`config.mk`:
```
export PLATFORM = sky130hd
export DESIGN_NAME = alu_issue_stage
export DESIGN_NICKNAME = d
export VERILOG_FILES = /design/src/rtl/alu_issue_stage.sv
export SDC_FILE = /design/constraint.sdc
export NUM_CORES = 1
export LEC_CHECK = 0
export ABC_AREA = 0
export BUFFER_PORTS_ARGS = -buffer_cell sky130_fd_sc_hd__buf_2
export CAP_MARGIN = 20
export CORE_MARGIN = 10
export CORE_UTILIZATION = 45
export DETAILED_ROUTE_END_ITERATION = 16
export GPL_TIMING_DRIVEN = 0
export PLACE_DENSITY = 0.68
export SLEW_MARGIN = 20
export SYNTH_ARGS = -nofsm -noshare
export SYNTH_HDL_FRONTEND = slang
export SYNTH_SLANG_ARGS = --single-unit
export TNS_END_PERCENT = 50
```
`constraint.sdc`:
```
create_clock -name clk -period 5.8 [get_ports clk]
set_input_delay 0.58 -clock clk [delete_from_list [all_inputs] [get_ports clk]]
set_output_delay 0.58 -clock clk [all_outputs]
set_load 0.01 [all_outputs]
```
`src/rtl/alu_issue_stage.sv`:
```
// alu_issue_stage
// Execute-stage front end for a combinational 32-bit ALU.
//   - 2-entry op FIFO (circular pointers plus count)
//   - X slot: registered operands/opcode driving the ALU
//   - W slot: registered ALU result with valid/ready backpressure
//   - RAW resolution between back-to-back ops
// Build option: define ALU_FWD_EN to forward from X/W at issue. When it is
// undefined there are no forwarding muxes; instead the FIFO head interlocks
// until its producer has left both X and W.
// Ports:
//   clk, rst                  clock, synchronous active-high reset
//   in_valid/in_ready         upstream op handshake
//   in_a, in_b, in_func       operand values and ALU opcode (passed through)
//   in_rs1, in_rs2, in_rd     source/destination indices (0 = none)
//   alu_a, alu_b, alu_func    X-slot drive to the ALU
//   alu_res, alu_zero         combinational ALU result and zero flag
//   wb_valid/wb_ready         W-slot handshake to downstream
//   wb_rd, wb_data, wb_zero   W-slot contents
module alu_issue_stage #(
    parameter int XLEN = 32,
    parameter int RW   = 5
) (
    input  logic            clk,
    input  logic            rst,
    input  logic            in_valid,
    output logic            in_ready,
    input  logic [XLEN-1:0] in_a,
    input  logic [XLEN-1:0] in_b,
    input  logic [3:0]      in_func,
    input  logic [RW-1:0]   in_rs1,
    input  logic [RW-1:0]   in_rs2,
    input  logic [RW-1:0]   in_rd,
    output logic [XLEN-1:0] alu_a,
    output logic [XLEN-1:0] alu_b,
    output logic [3:0]      alu_func,
    input  logic [XLEN-1:0] alu_res,
    input  logic            alu_zero,
    output logic            wb_valid,
    input  logic            wb_ready,
    output logic [RW-1:0]   wb_rd,
    output logic [XLEN-1:0] wb_data,
    output logic            wb_zero
);

    typedef struct packed {
        logic [XLEN-1:0] a;
        logic [XLEN-1:0] b;
        logic [3:0]      func;
        logic [RW-1:0]   rs1;
        logic [RW-1:0]   rs2;
        logic [RW-1:0]   rd;
    } op_t;

    op_t             fifo_q [2];
    logic            wr_ptr_q, rd_ptr_q;
    logic [1:0]      cnt_q, cnt_d;

    logic            x_valid_q;
    logic [XLEN-1:0] x_a_q, x_b_q;
    logic [3:0]      x_func_q;
    logic [RW-1:0]   x_rd_q;

    logic            wb_valid_q;
    logic [RW-1:0]   wb_rd_q;
    logic [XLEN-1:0] wb_data_q;
    logic            wb_zero_q;

    op_t             head;
    logic            w_adv, x_adv, issue, push, interlock;
    logic [XLEN-1:0] op_a, op_b;

    assign head  = fifo_q[rd_ptr_q];
    assign w_adv = !wb_valid_q || wb_ready;
    assign x_adv = !x_valid_q || w_adv;

    // Held low while rst is asserted so nothing is accepted during reset.
    assign in_ready = !rst && (cnt_q != 2'd2);
    assign push     = in_valid && in_ready;
    assign issue    = (cnt_q != 2'd0) && x_adv && !interlock;

`ifdef ALU_FWD_EN
    assign interlock = 1'b0;

    // X holds the newer producer, so it wins over W.
    always_comb begin
        op_a = head.a;
        op_b = head.b;
        if (head.rs1 != '0) begin
            if (x_valid_q && x_rd_q == head.rs1)
                op_a = alu_res;
            else if (wb_valid_q && wb_rd_q == head.rs1)
                op_a = wb_data_q;
        end
        if (head.rs2 != '0) begin
            if (x_valid_q && x_rd_q == head.rs2)
                op_b = alu_res;
            else if (wb_valid_q && wb_rd_q == head.rs2)
                op_b = wb_data_q;
        end
    end
`else
    function automatic logic hazard(input logic [RW-1:0] rs);
        return (rs != '0) &&
               ((x_valid_q && x_rd_q == rs) || (wb_valid_q && wb_rd_q == rs));
    endfunction

    assign interlock = hazard(head.rs1) || hazard(head.rs2);
    assign op_a      = head.a;
    assign op_b      = head.b;
`endif

    always_comb begin
        cnt_d = cnt_q;
        if (push && !issue)
            cnt_d = cnt_q + 2'd1;
        else if (!push && issue)
            cnt_d = cnt_q - 2'd1;
    end

    // FIFO storage needs no reset; count and pointers qualify it.
    always_ff @(posedge clk) begin
        if (push)
            fifo_q[wr_ptr_q] <= '{a: in_a, b: in_b, func: in_func,
                                  rs1: in_rs1, rs2: in_rs2, rd: in_rd};
    end

    always_ff @(posedge clk) begin
        if (rst) begin
            cnt_q      <= '0;
            wr_ptr_q   <= 1'b0;
            rd_ptr_q   <= 1'b0;
            x_valid_q  <= 1'b0;
            x_a_q      <= '0;
            x_b_q      <= '0;
            x_func_q   <= '0;
            x_rd_q     <= '0;
            wb_valid_q <= 1'b0;
            wb_rd_q    <= '0;
            wb_data_q  <= '0;
            wb_zero_q  <= 1'b0;
        end else begin
            cnt_q <= cnt_d;
            if (push)
                wr_ptr_q <= !wr_ptr_q;
            if (issue)
                rd_ptr_q <= !rd_ptr_q;

            if (x_adv) begin
                x_valid_q <= issue;
                if (issue) begin
                    x_a_q    <= op_a;
                    x_b_q    <= op_b;
                    x_func_q <= head.func;
                    x_rd_q   <= head.rd;
                end
            end

            if (w_adv) begin
                wb_valid_q <= x_valid_q;
                if (x_valid_q) begin
                    wb_rd_q   <= x_rd_q;
                    wb_data_q <= alu_res;
                    wb_zero_q <= alu_zero;
                end
            end
        end
    end

    assign alu_a    = x_a_q;
    assign alu_b    = x_b_q;
    assign alu_func = x_func_q;
    assign wb_valid = wb_valid_q;
    assign wb_rd    = wb_rd_q;
    assign wb_data  = wb_data_q;
    assign wb_zero  = wb_zero_q;

endmodule

```
# Yosys cells after proc, flatten, opt, wreduce, memory -nomap -nowiden
# Memories as Yosys holds them, arrays and structs flattened. A register that Yosys moved wholly into a read port is not among the register bits.
# Index checks and enable logic that the tools add are counted.
totals:
  in_bits: 120
  regBits: 117
  ram_bits: 166
  n_memories: 1
memory_table:
  columns: ["name", "words", "word_bits", "rd", "rd_ports_with_merged_regs", "wr", "line", "rtl"]
  rows:
  - ["fifo_q", 2, 83, 1, 1, 1, "54", "op_t fifo_q [2];"]
op_classes:
  addsub: 2
  reduce_logical: 31
  n_mux: 6
  eq_ne: 5
ops:
  columns: ["op", "count"]
  rows:
  - ["$eq A5 B5 Y1", 4]
  - ["$logic_and A1 B1 Y1", 12]
  - ["$reduce_bool A5 Y1", 2]
  - ["$logic_not A1 Y1", 8]
  - ["$logic_or A1 B1 Y1", 5]
  - ["$mux W1", 4]
  - ["$mux W2", 2]
  - ["$reduce_and A2 Y1", 2]
  - ["$reduce_bool A2 Y1", 2]
  - ["$add A2 B1 Y2 const B", 1]
  - ["$ne A2 B2 Y1 const B", 1]
  - ["$sub A2 B1 Y2 const B", 1]

# Depth between registers and ports, before layout
# Gate-level depths: netlist of the first run.
depth:
  ltp_word: 10
  depth_mapped: 15

# Worst setup path after synthesis of the first run
# OpenSTA, ideal clock, no wires.
synth_path:
  path_kind: "input to register"
  start: "in rst"
  end: "mem fifo_q[0][0] in the netlist's numbering (enable)"
  setup_slack_ps: 794
  setup_time_ps: 525
  stages: 3
  path_buffers: 0
  t_arrival_ps: 4481
  path_cell_list: "a21oi_1 nand2_1 nor2_1"
synth_between:
  elab_chain_cells: 5
synth_lines:
  columns: ["item", "line", "rtl"]
  rows:
  - ["start, declared", "24", "input logic rst,"]
  - ["$logic_not A1 Y1", "77", "assign in_ready = !rst && (cnt_q != 2'd2);"]
  - ["$logic_and A1 B1 Y1", "77", null]
  - ["$logic_and A1 B1 Y1", "78", "assign push = in_valid && in_ready;"]
  - ["$mux W1", "122", "if (push)"]
  - ["$mux W1 (implied by the code)", "123", "fifo_q[wr_ptr_q] <= '{a: in_a, b: in_b, func: in_func,"]
  - ["end, declared", "54", null]
# Every way passes these cells.

==> results of run 1 <==
logic make-up (layout without fill, tap and decap cells):
| logic type | Yosys count | in the layout | share of synthesized area |
|---|---|---|---|
| DFF | 284 | 284 | 0.699 |
| AOI/OAI and AO/OA | 197 | 197 | 0.130 |
| and+or+nand+nor | 109 | 109 | 0.0442 |
| muxes | 83 | 83 | 0.0798 |
| buffers and inverters | 60 | 345 | 0.0275 |
| xor gates and xnor gates | 22 | 22 | 0.0183 |
| adders and majority gates | 1 | 1 | 0.00119 |
| other | 0 | 7 | 0 |
synthesized netlist by cell type, drive strengths merged, types with 3 or more instances:
master and n:
nor2 11, inv 4, nand2 78, nand4 3, a21oi 115, edfxtp 166
mux2i 83, xnor2 11, xor2 11, buf 21, dfxtp 118, nor4 5
clkbuf 35, a211oi 73, o21ai 6
path summary, 6_finish.rpt:
kind / startpoint / cells after the start / slack, ps / end
max reg2reg: flip-flop / 14 / 2420 / cnt_q[1]$_SDFFE_PP0P_
min: in_b[17] / 1 / 210 / fifo_q[1][36]$_DFFE_PP_
max: flip-flop / 14 / 2420 / cnt_q[1]$_SDFFE_PP0P_
min reg2reg: wb_data[6]$_SDFFE_PP0P_ / 2 / 450 / wb_data[6]$_SDFFE_PP0P_
power by group through the flow:
stage	logic (mW)	registers (mW)	clock network, mW
floorplan	1.12	2.89	0
global placement	1.87	2.80	0
detailed placement	1.92	2.79	0
CTS	1.93	2.76	2.06
global route	2.08	2.80	2.14
finish	1.89	2.76	2.01
through the flow:
stage	utilization	cell area [um^2]	worst slack [ps]	setup TNS, ps	hold slack [ps]
floorplan	-	10500	794	0	468
global placement	0.529	12000	-1650	-136200	440
detailed placement	0.533	12100	2410	0	444
CTS	0.579	13200	2390	0	185
global route	0.579	13200	2190	0	182
finish	0.580	13200	2420	0	208
cell type report:
class                      instances  share of cell area
antenna                            7             0.00133
buffer                            56              0.0207
clock buffer                      32              0.0558
clock inverter                    22              0.0237
inverter                           4             0.00114
multi-input combinational        412               0.219
sequential                       284               0.556
tap                              313              0.0297
timing repair buffer             231              0.0927
per-layer routing:
metal	up-vias	global-route usage	share of wire
met5	-	0	0.0019
met4	8	0.0388	0.020
met3	41	0.0586	0.075
met2	198	0.289	0.49
met1	3218	0.194	0.42
li1	3350	-	-
sequential cells by signal, indices dropped and copies added (netlist names), named ones only:
register and flops:
x_valid_q 1, wb_data 32, alu_func 4, alu_b 32, wb_rd 5, cnt_q 2, wb_valid 1, wr_ptr_q 1
wb_zero 1, x_rd_q 5, alu_a 32, fifo_q 166, rd_ptr_q 1
==> results.md, run 1 <==
* Status: finished, final reports clean
* Number of design-rule violations left by the first detailed-router iteration at 299
* DRC errors left at 0
* Total of max-cap violations at 0
* CTS Buf Count at 29
* Die Outline Area at 29,900 um^2
* Inst Count DP at 1,300
* TritonCTS clock tree: built
* Internal Pwr Total at 4.55 mW
* Clock skew after layout at 14.2 ps
* Clock root buffer: sky130_fd_sc_hd__clkbuf_16
* Multi-input combinational cell area at 2890 um^2
* Flop and latch count out of synthesis at 284
* Layout-stage area growth over the synthesis result at 25.6%
* Arrival time of data at the critical path endpoint at 3860 ps
* Final setup viols at 0
* Most common flop cell mapped by yosys: sky130_fd_sc_hd__edfxtp_1
* Dominant cells by area after synthesis: sky130_fd_sc_hd__edfxtp_1 (47%), sky130_fd_sc_hd__dfxtp_1 (22%), sky130_fd_sc_hd__mux2i_1 (7.7%), sky130_fd_sc_hd__a21oi_1 (5.5%), sky130_fd_sc_hd__a211oi_2 (4.5%)
* Number of warnings printed during yosys synthesis at 0
* Net count, final at 1,139
* Core region area at 22,800 um^2
* Area share of the leading cell type in the synthesized netlist at 0.474
* Post-Synthesis Mean Instance Area at 13.9 um^2
* Pin count of the biggest net entering global routing at 45
* Routed wire per std cell at 19.0 um
* ANT nets after route at 0
* Number of H-tree branching levels at 1
* Post-synth EDFFs at 166
* Library cells used by synthesis at 34
* Die width at 173 um
* Synth Cell Area at 10,500 um^2
* Footprint of the flip-flops and latches at 7350 um^2
* Leftover overflow at the end of global routing at 0
* Number of rows created at floorplan at 55
* Proportion of layout cells with a drive suffix above 1 at 0.324
* Worst hold-check path type: in -> reg
* Number of gates resized after cts at 0
* Setup Buffers After CTS at 0
* Starting utilization of the core area at 0.461
* Stage delay of the slowest cell on the critical path at 500 ps
* Startpoint-to-endpoint class of the critical path: reg -> reg
* Fmax achieved at 0.296 GHz
* Synthesized netlist net count at 877
* Buffering stage count on the worst path with inverters included at 5
* Worst slew margin relative to its limit at 0.438
* RSZ-0062 raised after global routing: false
* Type of element launching the critical path: flip-flop
* Overall power at 6.66 mW
* Overall global routing resource usage at 0.167
* Max rail drop VDD at 0.000338 V
* Reg clk slew, reported paths at 60 ps
* Period Utilization, post-route at 0.583
* Antenna violations before repair at 9
* Flop pwr share at 0.414
* Clk sink count at 284
* Wire length reported by the detailed router at 25,900 um
* Kind of end point of the critical path: flip-flop
* Later-pin clock latency in the skew report at 560 ps
* Most common cell after layout, fill and taps aside: sky130_fd_sc_hd__buf_2
* Hold violation count in the final report at 0
* Mapped Cells at 756
* Routed vias at 6,815
* Maximum clock insertion buffer count at 3
* Y dimension of the die at 173 um
* Combinational cell fraction of total power at 0.284
* Cell mode on critical path: sky130_fd_sc_hd__buf_6
* Cell type of the slowest stage on the worst timing path: sky130_fd_sc_hd__nor3_1
* Required time of the worst setup path at 6280 ps
* Cell type contributing the most total cell area after synthesis: sky130_fd_sc_hd__edfxtp_1
* Number of vias per cell at 5.01
* Crit-path leading delay family: simple AND/OR/NAND/NOR gates
* Via count of the first global-routing pass at 7,218
* Routability-driven placement congestion ratio at 0.831
* Count of pins over their slew limit at 0
* P_sw at 2.12 mW
* Leading cell types in the layout, fill and taps excluded: sky130_fd_sc_hd__buf_2 (236), sky130_fd_sc_hd__edfxtp_1 (166), sky130_fd_sc_hd__dfxtp_1 (118), sky130_fd_sc_hd__a21oi_1 (115), sky130_fd_sc_hd__mux2i_1 (81)
* Shortest period the worst path allows at 3380 ps
* Ys async rst share at 0
* Fill cells at 1,905
* Number of iterations in the first detailed-routing pass at 4
* Hold-fix buffers, CTS at 0
* Switching Fraction at 0.318
* Fin cells at 1,361
* Series of cell instances along the critical path: buf_6, buf_6, nor4b_1, a22oi_1, nand4_1, nor4_1, nor3_1, and2_1, clkbuf_1, buf_6, inv_1, ha_1, or3_1, a21oi_1
* Global-route wire length before repair at 40,400 um
* Slew at the pin with the worst max-slew slack at 843 ps
* Sequential share of the synthesized area at 0.699
* PortBufs at 227
* Peak fanout along the critical path at 10
* Clock network fraction of total power at 0.302
* Reported leakage power at 4.95 nW
* DPL Wire Length at 18,700 um
* Boundary Pins at 228
* Total power divided by cell area at 505 nW/um^2
No activity file was read; power rests on OpenSTA's default activity.
==> run 2, diff against run 1 <==
- clock period: 5.8 -> 3.2 ns (I/O delays scaled with it)
==> run 2 against run 1 <==
Net effect: worst hold slack got worse by 190 ps; non-clock buffer count increased by 118; routed wire length increased by 7.0%; count of clock-buffer cells in the layout increased by 10; highest routed layer is now met4; die area unchanged; critical endpoint unchanged; total power increased by 76%; global-route usage increased by 0.93 points; via count increased by 7.7%.
==> results.md, run 2 (synthesized netlist as in run 1, its figures left out) <==
* Fin cells at 1,474
* Routability-driven placement congestion ratio at 0.815
* DPL Wire Length at 18,500 um
* DRC errors left at 0
* Clock root buffer: sky130_fd_sc_hd__clkbuf_16
* Core region area at 22,800 um^2
* Routed wire per std cell at 18.8 um
* Final setup viols at 0
* Reported leakage power at 5.38 nW
* Internal Pwr Total at 7.88 mW
* Number of iterations in the first detailed-routing pass at 4
* TritonCTS clock tree: built
* Clk sink count at 284
* Fill cells at 1,786
* Leftover overflow at the end of global routing at 0
* Switching Fraction at 0.329
* Antenna violations before repair at 1
* Via count of the first global-routing pass at 7,745
* Total of max-cap violations at 0
* Sum Neg Setup Slack at 0 ps
* Overall power at 11.7 mW
* Y dimension of the die at 173 um
* Peak fanout along the critical path at 10
* Type of element launching the critical path: flip-flop
* Slew at the pin with the worst max-slew slack at 859 ps
* Startpoint-to-endpoint class of the critical path: reg -> reg
* Later-pin clock latency in the skew report at 550 ps
* Total power divided by cell area at 823 nW/um^2
* Number of vias per cell at 4.98
* Starting utilization of the core area at 0.461
* Wire length reported by the detailed router at 27,700 um
* Die width at 173 um
* Reg clk slew, reported paths at 60 ps
* Multi-input combinational cell area at 2940 um^2
* Leading cell types in the layout, fill and taps excluded: sky130_fd_sc_hd__buf_2 (236), sky130_fd_sc_hd__edfxtp_1 (166), sky130_fd_sc_hd__dfxtp_1 (118), sky130_fd_sc_hd__a21oi_1 (115), sky130_fd_sc_hd__dlygate4sd3_1 (111)
* Die Outline Area at 29,900 um^2
* Boundary Pins at 228
* Hold violation count in the final report at 0
* Clock skew after layout at 9.06 ps
* ANT nets after route at 0
* Worst slew margin relative to its limit at 0.427
* Fmax achieved at 0.332 GHz
* Layout-stage area growth over the synthesis result at 35.8%
* Clock network fraction of total power at 0.261
* Kind of end point of the critical path: flip-flop
* RSZ-0062 raised after global routing: false
* Worst hold-check path type: in -> reg
* Inst Count DP at 1,302
* Footprint of the flip-flops and latches at 7350 um^2
* Flop pwr share at 0.427
* Shortest period the worst path allows at 3010 ps
* Arrival time of data at the critical path endpoint at 3490 ps
* Net count, final at 1,257
* Number of design-rule violations left by the first detailed-router iteration at 381
* Number of H-tree branching levels at 1
* Count of pins over their slew limit at 0
* Biggest register: fifo_q
* Global-route wire length before repair at 43,100 um
* P_sw at 3.86 mW
* Status: finished, final reports clean
* Max rail drop VDD at 0.000661 V
* Maximum clock insertion buffer count at 3
* PortBufs at 227
* Pin count of the biggest net entering global routing at 31
* Routed vias at 7,339
* Largest register FFs at 166
* Proportion of layout cells with a drive suffix above 1 at 0.295
* Number of rows created at floorplan at 55
* Combinational cell fraction of total power at 0.312
* Overall global routing resource usage at 0.176
* Period Utilization, post-route at 0.940
* Required time of the worst setup path at 3680 ps
* CTS Buf Count at 29
* Most common cell after layout, fill and taps aside: sky130_fd_sc_hd__buf_2
[run 2: what timing repair did]
item,in CTS,in global routing
setup endpoints to repair,2,1
endpoints found under the hold margin,194,0
hold buffers,111,0
pin swaps,1,2
gates resized for setup,3,7
buffers inserted,2,4
[run 2: worst max-delay path, stage by stage, from the launching register on]
cell	delay, ps
sky130_fd_sc_hd__dfxtp_1	330
sky130_fd_sc_hd__buf_6	150
sky130_fd_sc_hd__buf_12	140
sky130_fd_sc_hd__mux2i_4	260
sky130_fd_sc_hd__xor2_1	190
sky130_fd_sc_hd__nand4_1	180
sky130_fd_sc_hd__nor4_4	280
sky130_fd_sc_hd__nor3_2	60
sky130_fd_sc_hd__buf_4	160
sky130_fd_sc_hd__and2_1	210
sky130_fd_sc_hd__buf_6	150
sky130_fd_sc_hd__inv_1	80
sky130_fd_sc_hd__ha_1	260
sky130_fd_sc_hd__or3_1	350
sky130_fd_sc_hd__a21oi_1	130
[run 2: worst paths after layout]
| check | startpoint | end | slack [ps] | cells past startpoint |
|---|---|---|---|---|
| max | flip-flop | cnt_q[1]$_SDFFE_PP0P_ | 190 | 14 |
| max reg2reg | flip-flop | cnt_q[1]$_SDFFE_PP0P_ | 190 | 14 |
| min | alu_zero | wb_zero$_SDFFE_PP0P_ | 20 | 3 |
| min reg2reg | wb_data[29]$_SDFFE_PP0P_ | wb_data[29]$_SDFFE_PP0P_ | 450 | 2 |
[run 2: power by group through the flow]
stage,combinational (mW),sequential [mW],clock [mW]
after floorplan,2.02,5.22,0
after global placement,3.40,5.08,0
after detailed placement,3.50,5.07,0
after CTS,3.66,5.01,3.13
after global routing,4.03,5.08,3.29
final,3.67,5.02,3.06
[run 2: layout make-up]
class                           instances  share of cell area
Clock inverter                         12             0.00561
Inverter                                4             0.00105
Tap cell                              313              0.0274
Sequential cell                       284               0.515
Buffer                                 55              0.0195
Multi-Input combinational cell        412               0.206
Timing Repair Buffer                  350               0.171
Antenna cell                            2            0.000351
Clock buffer                           42              0.0550
[run 2: routing by layer]
| metal | GRT usage | share of wire | up-vias |
|---|---|---|---|
| li1 | - | - | 3580 |
| met1 | 0.207 | 0.42 | 3514 |
| met2 | 0.311 | 0.50 | 206 |
| met3 | 0.0484 | 0.063 | 39 |
| met4 | 0.0438 | 0.021 | 0 |
| met5 | 0 | 0 | - |
[run 2: stage by stage]
stage                      util  cell area [um^2]  setup slack [ps]  hold slack (ps)
after global placement    0.529             12000             -1240              439
after floorplan               -             10500             -3.07              419
after CTS                 0.624             14200              7.08            0.818
final                     0.627             14300               191             22.5
after detailed placement  0.535             12200              -267              444
after global routing      0.627             14300              25.1             15.9
==> run 3, diff against run 2 <==
- ABC_AREA: 0 -> not set
- CTS_BUF_LIST: not set -> sky130_fd_sc_hd__clkbuf_16
==> run 3 against run 2 <==
Net effect: routed wire length is 0.31% lower; worst setup slack gained 11 ps; count of clock-buffer cells in the layout shrank 13; sequential share of layout area about the same; first-iteration DRC count is 1.6% higher; cell area hardly changed; clock power is 2% lower; global-route usage shrank 0.12 points; critical path depth is the same; flip-flop and latch count stayed put; via count is 0.29% higher; maximum frequency grew 0.36%; critical path type unchanged; critical endpoint unchanged; highest routed layer unchanged.
==> results.md, run 3 (synthesized netlist as in run 1, its figures left out) <==
* Max rail drop VDD at 0.000616 V
* Overall power at 11.7 mW
* Via count of the first global-routing pass at 7,749
* RSZ-0062 raised after global routing: false
* Antenna violations before repair at 2
* Reported leakage power at 5.42 nW
* Wire length reported by the detailed router at 27,600 um
* Shortest period the worst path allows at 3000 ps
* Type of element launching the critical path: flip-flop
* Leading cell types in the layout, fill and taps excluded: sky130_fd_sc_hd__buf_2 (236), sky130_fd_sc_hd__edfxtp_1 (166), sky130_fd_sc_hd__dfxtp_1 (118), sky130_fd_sc_hd__a21oi_1 (115), sky130_fd_sc_hd__dlygate4sd3_1 (111)
* Period Utilization, post-route at 0.937
* Slew at the pin with the worst max-slew slack at 871 ps
* TritonCTS clock tree: built
* Largest register FFs at 166
* Status: finished, final reports clean
* Routed vias at 7,360
* Number of rows created at floorplan at 55
* Total of max-cap violations at 0
* Count of pins over their slew limit at 0
* Kind of end point of the critical path: flip-flop
* Fin cells at 1,475
* Net count, final at 1,257
* ANT nets after route at 0
* Routability-driven placement congestion ratio at 0.815
* Series of cell instances along the critical path: buf_6, buf_12, mux2i_4, xor2_1, nand4_1, nor4_4, nor3_2, buf_4, and2_1, buf_6, inv_1, ha_1, or3_1, a21oi_1
* Startpoint-to-endpoint class of the critical path: reg -> reg
* Die Outline Area at 29,900 um^2
* Number of design-rule violations left by the first detailed-router iteration at 387
* Fill cells at 1,783
* DPL Wire Length at 18,500 um
* Proportion of layout cells with a drive suffix above 1 at 0.294
* Fmax achieved at 0.334 GHz
* Later-pin clock latency in the skew report at 550 ps
* Required time of the worst setup path at 3680 ps
* Leftover overflow at the end of global routing at 0
* Number of iterations in the first detailed-routing pass at 4
* Clk sink count at 284
* Peak fanout along the critical path at 10
* Layout-stage area growth over the synthesis result at 35.7%
* Inst Count DP at 1,302
* Worst slew margin relative to its limit at 0.419
* Starting utilization of the core area at 0.461
* Number of vias per cell at 4.99
* Number of H-tree branching levels at 1
* Die width at 173 um
* DRC errors left at 0
* Hold violation count in the final report at 0
* Overall global routing resource usage at 0.175
* Maximum clock insertion buffer count at 3
* PortBufs at 227
* Global-route wire length before repair at 42,900 um
* Core region area at 22,800 um^2
* Most common cell after layout, fill and taps aside: sky130_fd_sc_hd__buf_2
* Biggest register: fifo_q
* Boundary Pins at 228
* Cell type of the slowest stage on the worst timing path: sky130_fd_sc_hd__or3_1
* CTS Buf Count at 29
* Stage delay of the slowest cell on the critical path at 350 ps
* Pin count of the biggest net entering global routing at 31
* Final setup viols at 0
* Worst hold-check path type: in -> reg
* Routed wire per std cell at 18.7 um
* Cell mode on critical path: sky130_fd_sc_hd__buf_6
* Reg clk slew, reported paths at 60 ps
* Min-delay src: alu_zero
* Arrival time of data at the critical path endpoint at 3480 ps
* Y dimension of the die at 173 um
* Total power divided by cell area at 819 nW/um^2
* Clock skew after layout at 8.43 ps
* Clock root buffer: sky130_fd_sc_hd__clkbuf_16
* Post-route worst hold slack at 22.9 ps
[run 3: cell count changes in the layout (fill, tap and decap cells not counted)]
cell and change:
sky130_fd_sc_hd__diode_2 +1, sky130_fd_sc_hd__clkbuf_8 -1, sky130_fd_sc_hd__inv_1 +12, sky130_fd_sc_hd__clkbuf_1 -12, sky130_fd_sc_hd__clkinv_1 +1
[run 3: through the flow]
step,cell area [um^2],utilization,setup slack [ps],TNS [ps]
2_1_floorplan,10500,-,-3.07,-255
3_3_place_gp,12000,0.529,-1240,-112980
3_5_place_dp,12200,0.535,-267,-303
4_1_cts,14200,0.623,7.08,0
5_1_grt,14300,0.626,25.1,0
6_report,14300,0.626,202,0
[run 3: metal layers]
layer	part of all wire	wire [um]	up-vias	global-route usage
met5	0	0	-	0
met4	0.021	582	0	0.0435
met3	0.061	1700	37	0.0475
met2	0.50	13800	220	0.308
met1	0.42	11600	3521	0.207
li1	-	-	3582	-
[run 3: where the power goes]
group | switching (mW) | internal, mW
Combinational | 2.09 | 1.58
Sequential | 0.425 | 4.59
Clock | 1.35 | 1.65
Total | 3.87 | 7.82
[run 3: worst max-delay path, delay by kind of cell, from the launching register on]
kind | cells | cell delay, ps
and+or+nand+nor | 5 | 1070
AOI/OAI and AO/OA | 1 | 130
adders and majority gates | 1 | 260
muxes | 1 | 260
buffers and inverters | 5 | 680
DFF | 1 | 330
xor gates and xnor gates | 1 | 180
[run 3: worst paths after layout]
kind	endpoint	slack [ps]	depth (start not counted)
worst max-delay path	cnt_q[1]$_SDFFE_PP0P_	200	14
worst min-delay path	wb_zero$_SDFFE_PP0P_	20	3
worst max register to register	cnt_q[1]$_SDFFE_PP0P_	200	14
worst min register to register	wb_data[29]$_SDFFE_PP0P_	450	2
[run 3: final cells by class]
class                           instances  area, um^2  area share
Inverter                                4        15.0     0.00105
Timing Repair Buffer                  350        2430       0.171
Tap cell                              313         392      0.0274
Clock buffer                           29         726      0.0509
Sequential cell                       284        7350       0.515
Clock inverter                         25         129     0.00903
Antenna cell                            3        7.51    0.000526
Multi-Input combinational cell        412        2940       0.206
Buffer                                 55         279      0.0196
[run 3: repair_timing]
action	in CTS	in global routing
buffers inserted	2	4
gates resized for setup	3	7
hold endpoints to repair	194	0
endpoints found under the setup margin	2	1
hold buffers	111	0
pin swaps	1	2
